$ cat src/rtl/rotation_shift_arbiter.sv
// Two-requester round-robin arbiter feeding one shared rotate-right unit and a one-entry result register.
// Latency: an operand accepted in cycle t appears on o_res_data/o_res_id with o_res_valid=1 in cycle t+1.
// Backpressure: readies drop while the result is held and undrained; a drain and a new accept can share a cycle.
module rotation_shift_arbiter #(
    parameter int N = 8
) (
    input  logic         i_clk,
    input  logic         i_reset,
    input  logic         i_req0_valid,
    input  logic [N-1:0] i_req0_num,
    input  logic [2:0]   i_req0_amt,
    input  logic         i_req1_valid,
    input  logic [N-1:0] i_req1_num,
    input  logic [2:0]   i_req1_amt,
    output logic         o_req0_ready,
    output logic         o_req1_ready,
    output logic         o_res_valid,
    output logic [N-1:0] o_res_data,
    output logic         o_res_id,
    input  logic         i_res_ready,
    output logic [7:0]   o_cnt0,
    output logic [7:0]   o_cnt1,
    output logic         o_busy
);

    typedef enum logic {EMPTY = 1'b0, FULL = 1'b1} state_t;

    state_t         state;
    logic           last_grant;
    logic           slot_free;
    logic           pick0;
    logic           pick1;
    logic           accept;
    logic [N-1:0]   sel_num;
    logic [2:0]     sel_amt;
    logic [2*N-1:0] rot_dbl;
    logic [N-1:0]   rot_res;

    assign o_res_valid = (state == FULL);
    assign o_busy      = o_res_valid;
    assign slot_free   = (state == EMPTY) | (o_res_valid & i_res_ready);

    // On a tie the requester that was not granted last wins.
    assign pick0 = i_req0_valid & (~i_req1_valid | last_grant);
    assign pick1 = i_req1_valid & (~i_req0_valid | ~last_grant);

    assign o_req0_ready = ~i_reset & slot_free & pick0;
    assign o_req1_ready = ~i_reset & slot_free & pick1;
    assign accept       = o_req0_ready | o_req1_ready;

    assign sel_num = o_req1_ready ? i_req1_num : i_req0_num;
    assign sel_amt = o_req1_ready ? i_req1_amt : i_req0_amt;

    // Shifting the doubled word right leaves the rotated word in the low half.
    assign rot_dbl = {sel_num, sel_num} >> sel_amt;
    assign rot_res = rot_dbl[N-1:0];

    always_ff @(posedge i_clk) begin
        if (i_reset) begin
            state      <= EMPTY;
            last_grant <= 1'b1;
            o_res_data <= '0;
            o_res_id   <= 1'b0;
            o_cnt0     <= 8'd0;
            o_cnt1     <= 8'd0;
        end else begin
            if (accept) begin
                state      <= FULL;
                o_res_data <= rot_res;
                o_res_id   <= o_req1_ready;
                last_grant <= o_req1_ready;
                if (o_req0_ready && o_cnt0 != 8'hFF) begin
                    o_cnt0 <= o_cnt0 + 8'd1;
                end
                if (o_req1_ready && o_cnt1 != 8'hFF) begin
                    o_cnt1 <= o_cnt1 + 8'd1;
                end
            end else if (o_res_valid && i_res_ready) begin
                state <= EMPTY;
            end
        end
    end

endmodule

$ cat config.mk
export PLATFORM = sky130hd
export DESIGN_NAME = rotation_shift_arbiter
export DESIGN_NICKNAME = d
export VERILOG_FILES = /design/src/rtl/rotation_shift_arbiter.sv
export SDC_FILE = /design/constraint.sdc
export NUM_CORES = 1
export LEC_CHECK = 0
export ABC_AREA = 1
export ABC_CLOCK_PERIOD_IN_PS = 1700
export CORE_MARGIN = 2
export CORE_UTILIZATION = 46
export DETAILED_ROUTE_END_ITERATION = 8
export HOLD_SLACK_MARGIN = 0.03
export PLACE_DENSITY = 0.84
export SLEW_MARGIN = 20
export SYNTH_ARGS = -nofsm -noshare
export SYNTH_HDL_FRONTEND = slang
export SYNTH_SLANG_ARGS = --single-unit
$ cat constraint.sdc
create_clock -name i_clk -period 1.7 [get_ports i_clk]
set_input_delay 0.34 -clock i_clk [delete_from_list [all_inputs] [get_ports i_clk]]
set_output_delay 0.34 -clock i_clk [all_outputs]
set_load 0.01 [all_outputs]
After elaboration in Yosys (flattened, before gate mapping)
Cells that the tools add are included.

Add/sub/neg operators: 2. Equal/unequal tests: 2. Shift-type cells: 1. Multiplexer cells: 4. Bitwise logic cells: 15. Reductions and logical operators: 6.

Operator list (number): adder 8 x 1 -> 8 bit (second input constant) (2); != test 8 bit (second input constant) (2); >> shifter 16 x 3 -> 8 bit (1); 2-to-1 mux 8 bit (1); AND 1 bit (6); NOT 1 bit (5); OR 1 bit (4); AND reduction 2 bit (2); logical AND 1 bit (3); 2-to-1 mux 3 bit (1); 2-to-1 mux 1 bit (2); nonzero test 2 bit (1).

Register bits after elaboration: 27. Input port bits: 27. Output and inout bits: 29.

Longest topological paths before layout
Gate-level depths: netlist of run 1.

Word-level depth: 6. Depth in mapped cells: 12. Gate-level depth less buffers: 12.

Least setup slack after synthesis of run 1
Ideal clock, no wire load.

Path type: register to register. Start point: reg o_cnt0[0]. End point: reg o_cnt0[5]. Setup time: 0.118 ns. Data arrival time: 1.487 ns. Data required time: 1.582 ns. Slack: 0.095 ns. Cell stages (with the launch flop): 9. Period minus slack after synthesis: 1.605 ns. Cells stage by stage: dfxtp_1 ha_1 inv_1 nor4_1 a21boi_2 nand2_2 o21ai_1 nand2_1 nor2_1.

Cells in the longest elaborated chain, start to end: 3.

Ends and longest elaborated chain: from (decl) (line 21) `output logic [7:0] o_cnt0,`; from (signal assigned) (line 73) `o_cnt0 <= o_cnt0 + 8'd1;`; branches (longest 3 deep; another with adder 8 x 1 -> 8 bit).

Several ways; the timed one is not identified. A chain may end at the register's enable or synchronous reset.

Worst setup path after layout of run 1
Start point: reg last_grant. End point: reg o_res_data[0].

Cells in the longest elaborated chain, start to end: 6.

Ends and longest elaborated chain: from (decl) (line 29) `logic last_grant;`; from (signal assigned) (line 71) `last_grant <= o_req1_ready;`; NOT 1 bit (line 45) `assign pick1 = i_req1_valid & (~i_req0_valid | ~last_grant);`; OR 1 bit (line 45); AND 1 bit (line 45); AND 1 bit (line 48) `assign o_req1_ready = ~i_reset & slot_free & pick1;`; 2-to-1 mux 8 bit / 2-to-1 mux 3 bit (equally long branches) (line 51, 52); >> shifter 16 x 3 -> 8 bit (line 55) `assign rot_dbl = {sel_num, sel_num} >> sel_amt;`; to (signal assigned) (line 69) `o_res_data <= rot_res;`; to (decl) (line 18) `output logic [N-1:0] o_res_data,`.

Several ways; a longest one is shown, not always the timed one.

==> impl_metrics.env, run 1 <==
export IMPL_cts_buffers=3
export IMPL_finalMaxSlewViolations=0
export IMPL_syn_avg_cell_area_um2=6.42
export IMPL_finalInstanceArea_mm2=0.00292
export IMPL_track_usage=0.237
export IMPL_rrSetupSlack_ps=-20
export IMPL_start_util=0.481
export IMPL_grt_pass1_wl_mm=8.25
export IMPL_synthesis_area_mm2=0.00176
export IMPL_setup_worst_path_start="last_grant"
export IMPL_fin_util=0.798
export IMPL_slew_headroom=0.770
export IMPL_fin_total_pwr_mw=1.73
export IMPL_arrival_ps=1890
export IMPL_whs_ps=477
export IMPL_drtAntennaViolNets=0
export IMPL_insertion_delay_ps=260
export IMPL_io_pins=56
export IMPL_drc=0
export IMPL_antenna_found_initial=0
export IMPL_setup_viol=3
export IMPL_route_final_wire_length_mm=5.49
export IMPL_start_kind="flip-flop"
export IMPL_area_delta_synth_final_pct=66.1
export IMPL_violations="negative setup slack"
export IMPL_worst_pin_slew_ps=343
export IMPL_dieArea_mm2=0.00433
export IMPL_rsz0062_at_grt="yes"
export IMPL_tritoncts="built"
export IMPL_max_clock_path_buffers=2
export IMPL_crit_path_end_kind="flip-flop"
export IMPL_syn_num_nets=303
export IMPL_core_area_mm2=0.00366
export IMPL_grt_max_degree=24
export IMPL_wire_per_inst_um=13.5
export IMPL_fmax_mhz=580
export IMPL_finalWeightedCongestion=0.878
export IMPL_grt_pass1_vias=2036
export IMPL_crit_required_ps=1870
export IMPL_fin_ws_ps=-23.2
export IMPL_outcome="complete, but fails checks"
export IMPL_drtIter0Drc=160
export IMPL_gr_total_overflow=0
export IMPL_crit_end="o_res_data[0]"
export IMPL_ys_seq_elements=27
export IMPL_ir_drop_v=0.000366
export IMPL_num_fill_cells=257
export IMPL_p_leak_nw=1.35
export IMPL_final_layout_size_suffix_gt1_frac=0.283
export IMPL_first_pass_iters=5
export IMPL_yosys_warnings=0
export IMPL_period_share=1.01
export IMPL_tns_ps=-57.6
export IMPL_cts_root_buf="clkbuf_8"
export IMPL_antenna_cells=0
export IMPL_netlist_instances=274
export IMPL_hold_path_class="flip-flop to flip-flop"
export IMPL_clkSinkCount=27
export IMPL_worstSetupPathType="flip-flop to flip-flop"
export IMPL_crit_fanout=6
export IMPL_fin_skew_ps=4.75
export IMPL_reg2regPathDepth=12
export IMPL_nets=387
export IMPL_ys_types=29
export IMPL_reg2reg_to="o_res_data[0]"
export IMPL_die_width_um=65.8
export IMPL_cts_clk_slew_worst_paths_ps=90
export IMPL_hold_viol_final=0
export IMPL_fin_crit_ps=1720
export IMPL_regToRegStartpoint="last_grant"
export IMPL_numPortBuffers=55
export IMPL_viasPerCell=5.46
export IMPL_maxCapViolCount=0
export IMPL_htreeDepth=1
export IMPL_ys_seq_area_frac=0.307
export IMPL_postPlaceCellArea_mm2=0.00258
export IMPL_vias=2211
export IMPL_dieHeight_um=65.8
export IMPL_dp_hpwl_mm=3.52
export IMPL_rows=22
export IMPL_p_per_area_mw_per_mm2=592
[through the flow]
step                      cells  worst slack, ps
after floorplan             274             94.9
after global placement      397             -409
after detailed placement    397             -435
after CTS                   404             15.8
after global routing        405             -171
final                       405            -23.2
[layer usage]
layer,track usage,up-vias,wire (µm)
met3,0.0443,29,346
met2,0.441,109,2870
met5,0,-,0
met1,0.264,1008,2070
met4,0.0885,0,208
li1,-,1065,-
[layout make-up]
cell class,count,area [µm²],share of cell area
Timing Repair Buffer,82,808,0.277
Inverter,48,185,0.0634
Tap cell,48,60.1,0.0206
Sequential cell,27,547,0.187
Clock buffer,4,45.0,0.0154
Multi-Input combinational cell,196,1280,0.437
[synthesized netlist by cell type]
library cell   n  share of area
nand3_1       55           0.16
o21bai_1       8          0.034
ha_1           2          0.014
nand2_1       61           0.13
a21oi_2        1         0.0050
o21ai_1        1         0.0028
nor4_1         3          0.011
buf_2          1         0.0028
a21oi_1       12          0.034
nand2_8        1          0.011
a21boi_2       1         0.0064
nor2_2         1         0.0036
dfxtp_1       27           0.31
nor3_1         5          0.014
clkbuf_1       1         0.0021
buf_4          1         0.0043
or2_1          1         0.0036
nand2_2        5          0.018
nand4_1        1         0.0036
o21ai_4        2          0.018
nor2_1        10          0.021
nor2_8         1          0.011
buf_1          1         0.0021
inv_1         42          0.090
nor2_4         1         0.0064
o21ai_0       20          0.057
inv_2          6          0.013
xor2_1         2          0.010
nand2_4        1         0.0064
[registers in the layout, indices dropped and copies added (netlist names)]
signal	flops
o_busy	1
o_cnt1	8
last_grant	1
o_res_id	1
o_res_data	8
o_cnt0	8
[cell families after synthesis]
family / share of synthesized area
adder cells (fa/ha/maj): 0.0142
XOR/XNOR: 0.00996
flip-flops: 0.307
buffers and inverters: 0.114
AO/OA/AOI/OAI: 0.158
AND/OR/NAND/NOR: 0.397
[worst min-delay path by stage]
| stage | to | start | slack (ps) | cells after the start |
|---|---|---|---|---|
| CTS | o_cnt0[2] | o_cnt0[2] | 480 | 2 |
| finish | o_cnt0[2] | o_cnt0[2] | 480 | 2 |
| global placement | o_cnt0[2] | o_cnt0[2] | 460 | 2 |
| global route | o_cnt0[2] | o_cnt0[2] | 510 | 2 |
| detailed placement | o_cnt0[2] | o_cnt0[2] | 470 | 2 |
| floorplan | o_busy | i_reset | 410 | 1 |
[power by group]
| group | internal (mW) | total (mW) | switching [mW] |
|---|---|---|---|
| clock network | 0.167 | 0.354 | 0.187 |
| registers | 0.668 | 0.693 | 0.0248 |
| logic | 0.319 | 0.682 | 0.363 |
| total | 1.15 | 1.73 | 0.575 |
[cells in the final DEF, fill, tap and decap left out, types with 2 or more instances in the layout]
master and count:
nand3_2 15, inv_1 42, buf_4 20, nand2_8 2, nor3_1 5, o21ai_0 18
clkdlybuf4s50_1 49, nor4_1 3, buf_6 2, o21ai_2 2, dfxtp_1 24, inv_4 2
nor2_1 10, dfxtp_2 2, xor2_1 2, nand2_2 20, inv_2 4, nand3_1 40
o21ai_1 2, buf_12 5, buf_2 2, nand2_4 11, dlygate4sd2_1 4, nand2_1 35
o21bai_1 5, o21bai_4 3, a21oi_1 12, ha_1 2, clkbuf_8 3, o21ai_4 2
[worst max-delay path: stages (launching register included)]
cell and delay [ps]:
dfxtp_4 360, nand2_2 70, nand2_4 80, buf_12 140
buf_12 130, o21bai_1 180, nand2_2 120, nand2_2 130
nand3_2 90, nand3_1 110, nand3_1 90, nand2_1 80
inv_1 50
[repair_timing]
item | in CTS | in global routing
resized for setup | 49 | 31
hold buffers | 0 | 0
endpoints found under the setup margin | 14 | 12
pin swaps | 13 | 10
setup buffers | 2 | 1
gates cloned | 1 | 0
(Power assumes the default switching activity.)
==> inputs of run 2 (changes only) <==
--- a/config.mk
+++ b/config.mk
@@ -6,12 +6,12 @@
 export NUM_CORES = 1
 export LEC_CHECK = 0
 export ABC_AREA = 1
-export ABC_CLOCK_PERIOD_IN_PS = 1700
+export ABC_CLOCK_PERIOD_IN_PS = 2150
 export CORE_MARGIN = 2
-export CORE_UTILIZATION = 46
+export CORE_UTILIZATION = 50
 export DETAILED_ROUTE_END_ITERATION = 8
 export HOLD_SLACK_MARGIN = 0.03
-export PLACE_DENSITY = 0.84
+export PLACE_DENSITY = 0.89
 export SLEW_MARGIN = 20
 export SYNTH_ARGS = -nofsm -noshare
 export SYNTH_HDL_FRONTEND = slang
==> constraint.sdc (replaced) <==
create_clock -name i_clk -period 2.15 [get_ports i_clk]
set_input_delay 0.43 -clock i_clk [delete_from_list [all_inputs] [get_ports i_clk]]
set_output_delay 0.43 -clock i_clk [all_outputs]
set_load 0.01 [all_outputs]
==> impl_metrics.env, run 2 (same netlist as run 1, synthesis figures left out) <==
export IMPL_nets=373
export IMPL_hold_viol_final=0
export IMPL_wire_per_inst_um=11.1
export IMPL_layout_common_cells="61 x nand2_1, 55 x nand3_1, 53 x clkdlybuf4s50_1"
export IMPL_clkSinkCount=27
export IMPL_htreeDepth=1
export IMPL_finalMaxSlewViolations=0
export IMPL_cts_hold_fix_buffers=0
export IMPL_p_leak_nw=1.15
export IMPL_setup_viol=0
export IMPL_hold_path_class="flip-flop to flip-flop"
export IMPL_numPortBuffers=55
export IMPL_crit_path_end_kind="output port"
export IMPL_reg2regPathDepth=7
export IMPL_tns_ps=0
export IMPL_drtAntennaViolNets=0
export IMPL_track_usage=0.230
export IMPL_ir_drop_v=0.000307
export IMPL_hold_start="last_grant"
export IMPL_final_layout_size_suffix_gt1_frac=0.108
export IMPL_cts_buffers=3
export IMPL_first_pass_iters=5
export IMPL_drtIter0Drc=196
export IMPL_final_common_cell="nand2_1"
export IMPL_area_delta_synth_final_pct=41.5
export IMPL_gr_total_overflow=0
export IMPL_holdPathEnd="last_grant"
export IMPL_outcome="completed"
export IMPL_die_width_um=63.3
export IMPL_cts_clk_slew_worst_paths_ps=140
export IMPL_period_share=0.923
export IMPL_finalWeightedCongestion=0.887
export IMPL_slew_headroom=0.664
export IMPL_viasPerCell=5.18
export IMPL_reg_top3="o_cnt0: 8 flops, o_cnt1: 8 flops, o_res_data: 8 flops"
export IMPL_tritoncts="built"
export IMPL_grt_pass1_wl_mm=7.62
export IMPL_core_area_mm2=0.00336
export IMPL_fmax_mhz=504
export IMPL_io_pins=56
export IMPL_insertion_delay_ps=320
export IMPL_regToRegStartpoint="o_cnt0[0]"
export IMPL_postCtsSetupBuffers=0
export IMPL_antenna_cells=0
export IMPL_grt_max_degree=24
export IMPL_antenna_found_initial=0
export IMPL_crit_required_ps=1720
export IMPL_dieArea_mm2=0.00401
export IMPL_dp_hpwl_mm=3.43
export IMPL_fin_ws_ps=165
export IMPL_cts_root_buf="clkbuf_4"
export IMPL_drc=0
export IMPL_worstSetupPathType="input port to output port"
export IMPL_max_clock_path_buffers=2
export IMPL_arrival_ps=1560
export IMPL_rrSetupSlack_ps=320
export IMPL_start_kind="input port"
export IMPL_worst_pin_slew_ps=499
export IMPL_reg2reg_to="o_cnt0[0]"
export IMPL_start_util=0.523
export IMPL_pre_cts_ws_ps=-128
export IMPL_vias=2014
export IMPL_maxCapViolCount=0
export IMPL_hold_path_depth=2
export IMPL_rsz0062_at_grt="no"
export IMPL_crit_fanout=2
export IMPL_rows=21
export IMPL_dieHeight_um=63.3
export IMPL_grt_pass1_vias=1872
export IMPL_fin_skew_ps=0.986
export IMPL_route_final_wire_length_mm=4.31
export IMPL_p_per_area_mw_per_mm2=471
export IMPL_cts_resized=3
export IMPL_fin_crit_ps=1990
run 2: cell count changes in the layout (fill, tap and decap cells not counted), moves of 4 or more:
cell / before / now
nand2_1: 35 / 61
nand2_2: 20 / 5
nand3_1: 40 / 55
nand3_2: 15 / 0
nand2_4: 11 / 1
buf_4: 20 / 13
buf_12: 5 / 1
clkdlybuf4s50_1: 49 / 53
run 2: metrics by stage:
step / std cells / hold slack [ps] / total power [mW] / utilization / cell area, µm²
final: 389 / 503 / 1.17 / 0.740 / 2490
after global placement: 385 / 474 / 0.944 / 0.733 / 2460
after floorplan: 274 / 445 / 0.775 / - / 1760
after CTS: 389 / 509 / 1.18 / 0.740 / 2490
after global routing: 389 / 534 / 1.25 / 0.740 / 2490
after detailed placement: 385 / 486 / 0.956 / 0.733 / 2460
run 2: how the worst max path moves through the flow:
stage	to	slack, ps	depth (start not counted)	startpoint
after floorplan	o_cnt0[5]	540	8	o_cnt0[0]
after global placement	o_req0_ready	-70	5	i_req1_valid
after detailed placement	o_req0_ready	-130	5	i_req1_valid
after CTS	o_req0_ready	160	5	i_req1_valid
after global routing	o_cnt0[0]	30	7	o_cnt0[0]
final	o_req0_ready	160	5	i_req1_valid
run 2: critical path, stage by stage:
cell	delay, ps
clkdlybuf4s50_1	520
inv_1	50
o21ai_1	220
nor2_4	50
dlygate4sd2_1	280
run 2: cell type report:
class / instances / area [µm²]
Tap cell: 46 / 57.6
Fill cell: 298 / 875
Sequential cell: 27 / 541
Inverter: 48 / 180
Timing Repair Buffer: 69 / 666
Clock buffer: 4 / 26.3
Multi-Input combinational cell: 195 / 1020
run 2: power breakdown:
group	switching, mW	total [mW]	leakage (nW)	internal, mW
combinational	0.204	0.398	0.916	0.194
clock	0.152	0.225	0.0150	0.0728
sequential	0.0201	0.549	0.221	0.528
total	0.376	1.17	1.15	0.795
run 2: per-layer routing:
metal / vias up / global-route usage / share of wire
met3: 8 / 0.0357 / 0.060
met2: 80 / 0.422 / 0.50
li1: 1034 / - / -
met5: - / 0 / 0
met1: 892 / 0.272 / 0.43
met4: 0 / 0.0761 / 0.015
